===== src/rtl/cla_seq_adder_ctrl.sv =====
// Sequential WIDTH-bit adder built around one 4-bit carry-lookahead slice, one chunk per cycle, LSB first.
// Optional build macro SEQ_ADD_SUB_EN adds a `sub` port that turns the operation into a - b.
module cla_seq_adder_ctrl #(
  parameter int WIDTH = 16
) (
  input  logic             clk,
  input  logic             rst,
  input  logic             in_valid,
  output logic             in_ready,
  input  logic [WIDTH-1:0] a,
  input  logic [WIDTH-1:0] b,
  input  logic             cin,
`ifdef SEQ_ADD_SUB_EN
  input  logic             sub,
`endif
  output logic             out_valid,
  input  logic             out_ready,
  output logic [WIDTH-1:0] sum,
  output logic             cout,
  output logic             busy
);

  // state  | meaning
  // S_IDLE | waiting for an operand request
  // S_RUN  | slice processes chunk idx_q each cycle
  // S_DONE | result held until the consumer takes it
  localparam int NCHUNK = WIDTH / 4;
  localparam int IDXW = (NCHUNK > 1) ? $clog2(NCHUNK) : 1;
  localparam logic [IDXW-1:0] LAST_IDX = IDXW'(NCHUNK - 1);

  typedef enum logic [1:0] {S_IDLE, S_RUN, S_DONE} state_e;

  state_e           state_q, state_d;
  logic [IDXW-1:0]  idx_q, idx_d;
  logic [WIDTH-1:0] a_q, a_d, b_q, b_d, sum_q, sum_d;
  logic             carry_q, carry_d, cout_q, cout_d, out_valid_q, out_valid_d;

  logic [WIDTH-1:0] b_in;
  logic             c_in;
  logic [3:0]       sa, sb, sp, sg, ss;
  logic [4:0]       sc;

`ifdef SEQ_ADD_SUB_EN
  assign b_in = sub ? ~b : b;
  assign c_in = sub ? 1'b1 : cin;
`else
  assign b_in = b;
  assign c_in = cin;
`endif

  // Carries are fully expanded sum-of-products so the slice has no ripple path.
  always_comb begin
    sa = a_q[4*idx_q +: 4];
    sb = b_q[4*idx_q +: 4];
    sp = sa ^ sb;
    sg = sa & sb;
    sc[0] = carry_q;
    sc[1] = sg[0] | (sp[0] & sc[0]);
    sc[2] = sg[1] | (sp[1] & sg[0]) | (sp[1] & sp[0] & sc[0]);
    sc[3] = sg[2] | (sp[2] & sg[1]) | (sp[2] & sp[1] & sg[0])
          | (sp[2] & sp[1] & sp[0] & sc[0]);
    sc[4] = sg[3] | (sp[3] & sg[2]) | (sp[3] & sp[2] & sg[1])
          | (sp[3] & sp[2] & sp[1] & sg[0])
          | (sp[3] & sp[2] & sp[1] & sp[0] & sc[0]);
    ss = sp ^ sc[3:0];
  end

  always_comb begin
    state_d     = state_q;
    idx_d       = idx_q;
    a_d         = a_q;
    b_d         = b_q;
    carry_d     = carry_q;
    sum_d       = sum_q;
    cout_d      = cout_q;
    out_valid_d = out_valid_q;
    unique case (state_q)
      S_IDLE: begin
        if (in_valid) begin
          a_d     = a;
          b_d     = b_in;
          carry_d = c_in;
          idx_d   = '0;
          state_d = S_RUN;
        end
      end
      S_RUN: begin
        sum_d[4*idx_q +: 4] = ss;
        carry_d = sc[4];
        if (idx_q == LAST_IDX) begin
          cout_d      = sc[4];
          out_valid_d = 1'b1;
          state_d     = S_DONE;
        end else begin
          idx_d = idx_q + 1'b1;
        end
      end
      S_DONE: begin
        if (out_ready) begin
          out_valid_d = 1'b0;
          state_d     = S_IDLE;
        end
      end
      default: state_d = S_IDLE;
    endcase
  end

  always_ff @(posedge clk) begin
    if (rst) begin
      state_q     <= S_IDLE;
      idx_q       <= '0;
      a_q         <= '0;
      b_q         <= '0;
      carry_q     <= 1'b0;
      sum_q       <= '0;
      cout_q      <= 1'b0;
      out_valid_q <= 1'b0;
    end else begin
      state_q     <= state_d;
      idx_q       <= idx_d;
      a_q         <= a_d;
      b_q         <= b_d;
      carry_q     <= carry_d;
      sum_q       <= sum_d;
      cout_q      <= cout_d;
      out_valid_q <= out_valid_d;
    end
  end

  assign in_ready  = (state_q == S_IDLE);
  assign busy      = (state_q != S_IDLE);
  assign out_valid = out_valid_q;
  assign sum       = sum_q;
  assign cout      = cout_q;

endmodule

===== config.mk =====
export PLATFORM = sky130hd
export DESIGN_NAME = cla_seq_adder_ctrl
export DESIGN_NICKNAME = d
export VERILOG_FILES = /design/src/rtl/cla_seq_adder_ctrl.sv
export SDC_FILE = /design/constraint.sdc
export NUM_CORES = 1
export LEC_CHECK = 0
export ABC_AREA = 0
export BUFFER_PORTS_ARGS = -buffer_cell sky130_fd_sc_hd__buf_2
export CORE_MARGIN = 1
export CORE_UTILIZATION = 25
export CTS_CLUSTER_DIAMETER = 200
export DETAILED_ROUTE_END_ITERATION = 6
export GPL_TIMING_DRIVEN = 0
export PLACE_DENSITY_LB_ADDON = 0.2
export SLEW_MARGIN = 20
export SYNTH_ARGS = -nofsm -noshare
export SYNTH_HDL_FRONTEND = slang
export SYNTH_SLANG_ARGS = --single-unit

===== constraint.sdc =====
create_clock -name clk -period 4.5 [get_ports clk]
set_input_delay 0.9 -clock clk [delete_from_list [all_inputs] [get_ports clk]]
set_output_delay 0.9 -clock clk [all_outputs]
set_load 0.005 [all_outputs]

# After elaboration in Yosys (flattened, before gate mapping)
# Index checks and enable logic that the tools add are counted.
# classes
multipliers	0
div_mod_pow	0
add_sub_neg	2
reduce_logical	10
shift	4
magnitude_cmp	0
bitwise_logic	29
n_mux	13
eq_ne	7
# ops
op	count
4-bit negator with 34-bit output	1
4-bit by 34-bit variable shift with 16-bit output (first input constant)	1
4-bit by 34-bit indexed part select with 16-bit output	1
16-bit by 5-bit indexed part select with 4-bit output	2
1-bit AND	16
16-bit bitwise mux	1
2-bit two-way mux	5
1-bit bitwise OR	10
3-bit AND reduction	3
2-bit != test (second input constant)	4
4-bit bitwise XOR	2
2-bit one-hot mux with 3 select lines	1
2-bit AND reduction	3
2-bit nonzero test	3
4-bit AND	1
2-bit == test (second input constant)	2
1-bit one-hot mux with 2 select lines	2
2-bit one-hot mux with 2 select lines	1
1-bit two-way mux	3
2-bit by 1-bit adder with 2-bit output (second input constant)	1
2-bit by 1-bit == test with 1-bit output (second input constant)	1
2-bit zero test	1
# totals
output_inout_bits	20
ram_bits	0
mem_bits_ro	0
ff_bits	55
mem_count	0
latch_bits	0
elab_cells	73

# Depth between registers and ports, before layout
# Gate-level depths: netlist of the first run.
# logic_depth
ltp_word	9
mapped_depth	7
ltp_nobuf	6

# Worst setup path before layout of the first run
# OpenSTA, ideal clock, no wires.
# synth_path
path_type	register to register
startpoint	reg idx_q[0]
endpoint	reg sum_q[2], in the netlist sum[2]
stages_incl_launch_ff	8
setup_time_ns	0.128
t_arrival_ns	2.363
required_ns	4.372
setup_slack_ns	2.009
path_cell_list	dfxtp_1 > buf_2 > mux4_2 > ha_1 > a211o_1 > a21o_1 > a32oi_1 > nor2_1
# synth_via
elab_chain_len	9
word_cells_on_any_way	24
cone_classes	add/sub (1); shift (4); mux (1); bitwise (18)
# synth_lines
element	line_no	rtl
from (decl)	34	logic [IDXW-1:0] idx_q, idx_d;
from (signal assigned)	120	idx_q <= idx_d;
16-bit by 5-bit indexed part select with 4-bit output, on equally long branches	53, 54	
4-bit bitwise XOR / 4-bit AND (equally long branches)	55, 56	
1-bit AND, on equally long branches	60, 61	
1-bit bitwise OR (tied with other cells)	60	sc[3] = sg[2] | (sp[2] & sg[1]) | (sp[2] & sp[1] & sg[0])
1-bit bitwise OR / 1-bit AND (equally long branches)	60, 61	
1-bit bitwise OR	61	| (sp[2] & sp[1] & sp[0] & sc[0]);
4-bit bitwise XOR	65	ss = sp ^ sc[3:0];
4-bit by 34-bit indexed part select with 16-bit output	88	sum_d[4*idx_q +: 4] = ss;
16-bit bitwise mux (*)	88	
to (signal assigned)	124	sum_q <= sum_d;
to (decl)	35	logic [WIDTH-1:0] a_q, a_d, b_q, b_d, sum_q, sum_d;
# Mark *: on every way between the ends. The rest lies on a longest branch, timed or not.
# A chain may end at the register's enable or synchronous reset.

# Final worst setup path of the first run
# layout_path
startpoint	reg idx_q[0]
endpoint	reg sum_q[7], in the netlist sum[7]
# The elaborated chain is that of the path after synthesis.

==> impl_metrics.tcl, run 1 <==
set metrics [dict create \
    slew_violations 0 \
    drc 0 \
    setup-tns-final_ps 0 \
    cts_buffer_depth 2 \
    crit_path_max_incr_delay_ps 590 \
    fin_util_pct 31.5 \
    synth_fp_nets 324 \
    die_h_um 102 \
    overflow 0 \
    grt_pass1_wl_um 10600 \
    n_antenna_cell 0 \
    ant_nets 0 \
    yosys-mux-area-fraction_pct 7.25 \
    yosys_register_bits 55 \
    rsz0062_at_grt "false" \
    cp.required_ps 4690 \
    powerDensity_nw_per_um2 334 \
    cp-end-kind "register" \
    clk_pin_slew_worst_paths_ps 110 \
    cts_tree "built" \
    clock_latency_ps 310 \
    whs_path_depth 2 \
    grt_usage_pct 13.4 \
    arrival_ps 2990 \
    hold_viol_final 0 \
    dieArea_sq_um 10300 \
    synth_area_sq_um 2490 \
    final_common_cell "nand2_1" \
    synthDistinctLibCells 38 \
    yosysSeqAreaShare_pct 44.3 \
    wl_per_cell_um 13.5 \
    dr.pass1.iters 4 \
    cp_slowest_cell "mux4_2" \
    ctsResizeCount 0 \
    vias 2102 \
    hpwl_um 4820 \
    synth-xor-area-share_pct 0.705 \
    top_level_ports 57 \
    final_cell_mix "nand2_1 (74), buf_2 (60), dfxtp_1 (55)" \
    die_w_um 102 \
    post_cts_buffers 0 \
    synthCells 276 \
    timing.fmax_mhz 357 \
    rr_worst_depth 7 \
    cp-start-kind "register" \
    cp_num_buf_inv 1 \
    initial_core_util_pct 25.7 \
    synth_top_area_share_pct 44.3 \
    drv_cap 0 \
    routed_wl_um 6380 \
    finalNetCount 387 \
    cts_sinks 55 \
    async_flop_share_pct 0 \
    cp_cell_sequence "buf_2 -> mux4_2 -> ha_1 -> a41o_1 -> a21oi_2 -> xnor2_1 -> o31ai_1" \
    synth_compound_gate_area_share_pct 16.0 \
    drt_iter0_markers 72 \
    synth_top_family_by_area "simple AND/OR/NAND/NOR gates" \
    status "complete, no violations" \
    max_slew_margin_pct 58.2 \
    antenna_found_initial 0 \
    core-area_sq_um 9680 \
    gp_congestion 0.717 \
    h-tree-depth 2 \
    period_share_pct 62.3 \
    min_period_ps 2800 \
    io_buffers 56 \
    synth_edf_count 0 \
    fill_cells 1066 \
    hold_buffers 0 \
    path_class "reg2reg" \
    cp_max_fo 10 \
    grt_max_degree 19 \
    yosysWarnings 0 \
    synthSimpleGateAreaFrac_pct 21.6 \
    drive_above_1_share_pct 25.3 \
    cts_root_buffer "clkbuf_8" \
    synth.largest_area_cell "dfxtp_1" \
    first_global_vias 2066 \
    tightest_slew_ps 628 \
    crit_cells 7 \
    fin_skew_ps 12.4 \
    syn_avg_cell_area_sq_um 9.01 \
    via_per_inst 4.44 \
    cp_top_family "multiplexers" \
    setup_viol 0 \
    rows 36 \
    numCtsBuffers 5 \
    ir_drop_uv 128 \
    synth_ff_type "dfxtp_1" \
    areaGrowthSynthToFinish_pct 22.6 \
    hold_path_class "reg2reg" \
    power.leakage_nw 1.26 \
    yosys.area_share.adder_pct 5.84 \
    synth_top_cells_by_area "dfxtp_1 (44%), nand2_1 (11%), a21oi_1 (7.4%), mux4_2 (7.2%), ha_1 (5.0%)" \
]
-- where the power goes --
group	leakage, nW	internal [mW]	switching (mW)
Clock	0.0548	0.168	0.173
Sequential	0.449	0.509	0.0134
Combinational	0.761	0.0638	0.0908
Total	1.26	0.740	0.277
-- registers in the layout (all words and copies together), names as in the netlist --
name       cells
out_valid      1
state_q        2
idx_q          2
b_q           16
carry_q        1
a_q           16
cout           1
sum           16
-- per-stage QoR --
stage                     total power, mW  setup slack, ps  area [sq um]  hold slack (ps)  cells
after detailed placement            0.691             1710          2930              447    465
after global routing                 1.07             1460          3050              482    473
after global placement              0.688             1710          2930              442    465
after CTS                            1.03             1680          3050              463    473
after floorplan                     0.633             2010          2490              433    276
final                                1.02             1700          3050              460    473
-- synth_stat cells, drive strengths merged, types with 4 or more instances --
library cell / n
dfxtp: 55
mux4: 8
ha: 10
inv: 8
nand2: 74
nand3b: 5
nor2: 21
a22oi: 9
buf: 6
clkbuf: 10
a21oi: 38
a32oi: 4
o31ai: 4
nor3b: 4
-- cells by family (layout without fill, tap and decap cells) --
family | count (synthesis) | after routing
xor+xnor | 2 | 2
buf+inv | 24 | 88
flops | 55 | 55
compound gates | 63 | 63
fa+ha+maj | 11 | 11
simple gates | 113 | 113
mux | 8 | 8
-- worst register-to-register path: cells and delay by family (launching register included) --
kind            cells  cell delay, ps
mux                 1             590
flops               1             540
compound gates      3             520
buf+inv             1             390
fa+ha+maj           1             370
xor+xnor            1             260
-- routing by layer --
metal / wire length (um) / up-vias / part of all wire (%) / GRT usage [%]
met4: 44 / 0 / 0.69 / 2.34
met2: 3100 / 47 / 49 / 23.4
li1: - / 1079 / - / -
met5: 0 / - / 0 / 0
met1: 3000 / 972 / 47 / 17.2
met3: 245 / 4 / 3.8 / 2.55
-- area by class of cell --
type | count | area [sq um] | share of cell area [%]
Buffer | 16 | 76.3 | 2.50
Clock buffer | 5 | 68.8 | 2.26
Clock inverter | 3 | 46.3 | 1.52
Inverter | 8 | 30.0 | 0.985
Multi-Input combinational cell | 197 | 1280 | 42.0
Sequential cell | 55 | 1100 | 36.1
Tap cell | 133 | 166 | 5.46
Timing Repair Buffer | 56 | 280 | 9.20
-- final timing paths --
kind | slack (ps) | to | from
worst min register to register | 460 | a_q[3] | a_q[3]
worst max register to register | 1700 | sum[7] | idx_q[0]
worst min-delay path | 460 | a_q[3] | a_q[3]
worst max-delay path | 1700 | sum[7] | idx_q[0]
Power figures use the tool's default switching activity.
==> inputs of run 2 (changes only) <==
==> constraint.sdc (replaced) <==
create_clock -name clk -period 2.55 [get_ports clk]
set_input_delay 0.51 -clock clk [delete_from_list [all_inputs] [get_ports clk]]
set_output_delay 0.51 -clock clk [all_outputs]
set_load 0.005 [all_outputs]
==> run 2 against run 1 <==
Maximum frequency increased by 15%; hold slack got worse by 43 ps; setup slack got worse by 1600 ps; critical endpoint is now sum[10]; power increased by 78%; core utilization increased by 0.45 points.
==> impl_metrics.tcl, run 2 (synthesized netlist as in run 1, its figures left out) <==
set metrics [dict create \
    powerDensity_nw_per_um2 585 \
    tightest_slew_ps 608 \
    cts_root_buffer "clkbuf_8" \
    antenna_found_initial 0 \
    core-area_sq_um 9680 \
    wl_per_cell_um 13.5 \
    rows 36 \
    hpwl_um 4820 \
    routed_wl_um 6370 \
    vias 2097 \
    drt_iter0_markers 61 \
    via_per_inst 4.43 \
    top_level_ports 57 \
    overflow 0 \
    ant_nets 0 \
    cts_sinks 55 \
    crit_path_max_incr_delay_ps 580 \
    totalPowerFinal_mw 1.81 \
    max_slew_margin_pct 59.5 \
    cp-end-kind "register" \
    die_h_um 102 \
    ir_drop_uv 269 \
    slew_violations 0 \
    multiInputGateArea_sq_um 1310 \
    gp_congestion 0.717 \
    status "complete, no violations" \
    arrival_ps 2620 \
    drc 0 \
    hold_path_class "in2reg" \
    path_class "reg2reg" \
    clk_pin_slew_worst_paths_ps 110 \
    fin_skew_ps 12.2 \
    grt_usage_pct 13.4 \
    final_cell_mix "nand2_1 (74), buf_2 (59), dfxtp_1 (54)" \
    drv_cap 0 \
    final_common_cell "nand2_1" \
    hold_buffers 0 \
    placed_area_sq_um 2930 \
    regArea_sq_um 1100 \
    min_period_ps 2440 \
    dieArea_sq_um 10300 \
    hold_viol_final 0 \
    power.leakage_nw 1.27 \
    first_global_vias 2073 \
    cp_slowest_cell "mux4_2" \
    n_antenna_cell 0 \
    cp-start-kind "register" \
    cp.required_ps 2740 \
    finalNetCount 387 \
    cp_cell_sequence "buf_6 -> mux4_2 -> ha_1 -> a211o_1 -> a21o_1 -> a32oi_1 -> nor2_1" \
    io_buffers 56 \
    cts_buffer_depth 2 \
    drive_above_1_share_pct 26.8 \
    grt_max_degree 19 \
    fin_area_sq_um 3090 \
    timing.fmax_mhz 410 \
    rsz0062_at_grt "false" \
    areaGrowthSynthToFinish_pct 24.4 \
    cp_max_fo 10 \
    die_w_um 102 \
    clock_latency_ps 310 \
    period_share_pct 95.6 \
    cts_tree "built" \
    dr.pass1.iters 4 \
    grt_pass1_wl_um 10600 \
    numCtsBuffers 5 \
    h-tree-depth 2 \
    fin_util_pct 31.9 \
    initial_core_util_pct 25.7 \
    setup_viol 0 \
    fill_cells 1065 \
]
run 2: timing repair:
action | 4_1_cts | 5_1_grt
gates resized for setup | 4 | 4
pin swaps | 0 | 1
setup buffers | 0 | 0
setup endpoints to repair | 14 | 9
run 2: where the power goes:
group / internal [mW] / switching (mW)
sequential: 0.898 / 0.0239
clock: 0.296 / 0.305
combinational: 0.122 / 0.163
run 2: critical path, delay by kind of cell, from the launching register on:
kind,cells,cell delay [ps]
AND/OR/NAND/NOR,1,50
adder cells (fa/ha/maj),1,330
buffers and inverters,1,200
multiplexers,1,580
AO/OA/AOI/OAI,3,730
flip-flops,1,420
run 2: cell type report:
cell class,instances,share of cell area [%]
inverter,8,0.971
buffer,16,2.71
tap,133,5.38
sequential,55,35.7
clock buffer,5,2.23
timing repair buffer,56,9.07
clock inverter,3,1.50
multi-input combinational,197,42.4
run 2: path summary, 6_finish.rpt:
path / from / endpoint / slack [ps] / depth (start not counted)
worst min register to register: a_q[3] / a_q[3] / 460 / 2
worst max-delay path: idx_q[0] / sum[10] / 110 / 7
worst max register to register: idx_q[0] / sum[10] / 110 / 7
worst min-delay path: a[9] / a_q[9] / 420 / 3
run 2: routing by layer:
metal  up-vias  global-route usage, %  share of wire [%]
met5         -                      0                  0
met4         0                   2.34               0.71
met3         5                   2.55                3.9
met2        46                   23.5                 49
met1       966                   17.2                 47
li1       1080                      -                  -
run 2: through the flow:
stage / setup WS [ps] / std cells / hold slack [ps] / TNS, ps
2_1_floorplan: 59.4 / 276 / 433 / 0
3_3_place_gp: -240 / 465 / 442 / -2320
3_5_place_dp: -244 / 465 / 447 / -2600
4_1_cts: 36.8 / 473 / 413 / 0
5_1_grt: 0.570 / 473 / 409 / 0
6_report: 113 / 473 / 418 / 0
==> inputs of run 3 (changes only) <==
--- a/config.mk
+++ b/config.mk
@@ -5,15 +5,16 @@
 export SDC_FILE = /design/constraint.sdc
 export NUM_CORES = 1
 export LEC_CHECK = 0
-export ABC_AREA = 0
+export ABC_AREA = 1
 export BUFFER_PORTS_ARGS = -buffer_cell sky130_fd_sc_hd__buf_2
+export CAP_MARGIN = 20
 export CORE_MARGIN = 1
 export CORE_UTILIZATION = 25
 export CTS_CLUSTER_DIAMETER = 200
 export DETAILED_ROUTE_END_ITERATION = 6
 export GPL_TIMING_DRIVEN = 0
 export PLACE_DENSITY_LB_ADDON = 0.2
-export SLEW_MARGIN = 20
+export SLEW_MARGIN = 0
 export SYNTH_ARGS = -nofsm -noshare
 export SYNTH_HDL_FRONTEND = slang
 export SYNTH_SLANG_ARGS = --single-unit
==> run 3 against run 2 <==
Die area grew 0.59%; combinational power up 43%; cell count grew 14%; setup slack improved by 91 ps; synthesized cell count up 22%; register-to-register slack gained 90 ps; sequential share of layout area shrank 0.052 points; clock power decreased by 15%; flip-flop and latch count unchanged; critical path depth rose by 5; via count rose by 13%; critical path type unchanged; highest routed layer unchanged.
==> impl_metrics.tcl, run 3 <==
set metrics [dict create \
    drive_above_1_share_pct 23.0 \
    cp-start-kind "register" \
    vias 2370 \
    cp_max_fo 10 \
    min_period_ps 2350 \
    top_level_ports 57 \
    synth_top_cells_by_area "dfxtp_1 (44%), nor2_1 (14%), o21ai_0 (8.6%), nand2_1 (6.2%), ha_1 (5.0%)" \
    yosys_register_bits 55 \
    rr_worst_depth 12 \
    final_cell_mix "nor2_1 (90), buf_2 (60), dfxtp_1 (54)" \
    synth_area_sq_um 2500 \
    routed_wl_um 6610 \
    io_buffers 56 \
    syn_avg_cell_area_sq_um 7.42 \
    rows 36 \
    r2r_end "cout" \
    startpoint "idx_q[0]" \
    final_common_cell "nor2_1" \
    synth_ff_type "dfxtp_1" \
    ant_nets 0 \
    first_global_vias 2295 \
    rsz0062_at_grt "false" \
    fin_ws_ps 204 \
    hpwl_um 5040 \
    yosysMostFrequentCell "nor2_1" \
    numCtsBuffers 5 \
    hold_viol_final 0 \
    setup_viol 0 \
    gp_congestion 0.826 \
    dp_slack_ps -113 \
    synthDistinctLibCells 28 \
    grt_pass1_wl_um 10700 \
    reg2reg_slack_ps 200 \
    min_from "rst" \
    r2r_start "idx_q[0]" \
    ir_drop_uv 238 \
    synth.largest_area_cell "dfxtp_1" \
    timing.fmax_mhz 426 \
    synth_common_cells "nor2_1 (90), dfxtp_1 (55), o21ai_0 (43)" \
    cts_tree "built" \
    endpoint "cout" \
    synth_top_area_share_pct 44.0 \
    cp-end-kind "register" \
    yosysSeqAreaShare_pct 44.0 \
    cts_sinks 55 \
    grt_max_degree 20 \
    areaGrowthSynthToFinish_pct 23.5 \
    die_w_um 102 \
    clock_latency_ps 320 \
    tightest_slew_ps 465 \
    synth_fp_nets 385 \
    synth_edf_count 0 \
    antenna_found_initial 0 \
    cp.required_ps 2760 \
    drv_cap 0 \
    h-tree-depth 2 \
    via_per_inst 4.41 \
    slew_violations 0 \
    fin_skew_ps 8.65 \
    finalNetCount 451 \
    wl_per_cell_um 12.3 \
    yosysWarnings 0 \
    overflow 0 \
    initial_core_util_pct 25.7 \
    path_class "reg2reg" \
    dieArea_sq_um 10400 \
    place_inst 526 \
    async_flop_share_pct 0 \
    drt_iter0_markers 63 \
    synthCells 337 \
    cts_buffer_depth 2 \
    hold_path_class "in2reg" \
    dr.pass1.iters 5 \
    fin_cells 537 \
    status "complete, no violations" \
    arrival_ps 2560 \
    powerDensity_nw_per_um2 605 \
    grt_usage_pct 13.3 \
    max_slew_margin_pct 69.0 \
    core-area_sq_um 9730 \
    clk_pin_slew_worst_paths_ps 100 \
    hold_buffers 0 \
    period_share_pct 92.0 \
    power.leakage_nw 1.35 \
    die_h_um 102 \
    drc 0 \
    n_antenna_cell 0 \
    cts_root_buffer "clkbuf_8" \
]
## run 3: changes by cell type in the layout (fill, tap and decap cells not counted), moves of 6 or more
| cell | change |
|---|---|
| nand3_1 | +10 |
| a21oi_1 | -19 |
| o22ai_1 | +8 |
| o21ai_0 | +42 |
| nand2_1 | -33 |
| nor2_1 | +69 |
| inv_1 | +6 |
| mux4_2 | -8 |
| a22oi_1 | -6 |
## run 3: cell families after synthesis
family | after synthesis | synth area share [%]
compound gates | 79 | 16.7
xor+xnor | 1 | 0.350
fa+ha+maj | 11 | 5.80
buf+inv | 33 | 5.65
flops | 55 | 44.0
simple gates | 158 | 27.5
## run 3: area by class of cell
class	instances	area [sq um]
buffer	16	88.8
tap	133	166
inverter	17	67.6
multi-input combinational	249	1270
fill	1117	6640
clock buffer	5	68.8
clock inverter	3	28.8
sequential	55	1100
timing repair inverter	1	5.00
timing repair buffer	58	295
## run 3: through the flow
step / hold WS [ps] / instance area, sq um / util, % / TNS [ps] / power [mW]
finish: 410 / 3090 / 31.8 / 0 / 1.87
global placement: 453 / 2950 / 30.3 / -441 / 1.36
global route: 415 / 3090 / 31.8 / 0 / 1.98
CTS: 408 / 3050 / 31.3 / 0 / 1.88
detailed placement: 457 / 2950 / 30.3 / -558 / 1.36
floorplan: 449 / 2500 / - / 0 / 1.23
## run 3: where the power goes
group | leakage, nW | switching [mW] | internal (mW)
sequential | 0.452 | 0.0343 | 0.913
clock | 0.0502 | 0.309 | 0.204
combinational | 0.845 | 0.252 | 0.155
## run 3: critical path, cell delays in order, from the launching register on
cell	delay, ps
dfxtp_2	430
buf_4	210
clkbuf_4	220
nor2_1	60
o22ai_1	200
ha_1	310
or2_0	230
nand2_1	90
nand2_1	70
a21oi_1	220
nand2_1	80
o211ai_1	90
inv_1	50
## run 3: how the worst min path moves through the flow
stage	depth (start not counted)	endpoint	slack [ps]
after floorplan	2	b_q[8]	450
after global placement	2	sum[10]	450
after detailed placement	2	sum[2]	460
after CTS	2	idx_q[1]	410
after global routing	2	idx_q[1]	420
final	2	idx_q[1]	410
## run 3: repair_timing
action / 4_1_cts / 5_1_grt
hold endpoints to repair: 0 / 0
pin swaps: 0 / 0
endpoints found under the setup margin: 9 / 11
setup buffers: 0 / 2
gates cloned: 0 / 1
resized for setup: 3 / 10
## run 3: per-layer routing
metal  track usage [%]  routed length [um]  share of wire (%)
met5                 0                   0                  0
met4              3.30                  62               0.94
met3              2.74                 273                4.1
met2              23.2                3070                 46
met1              16.7                3210                 49
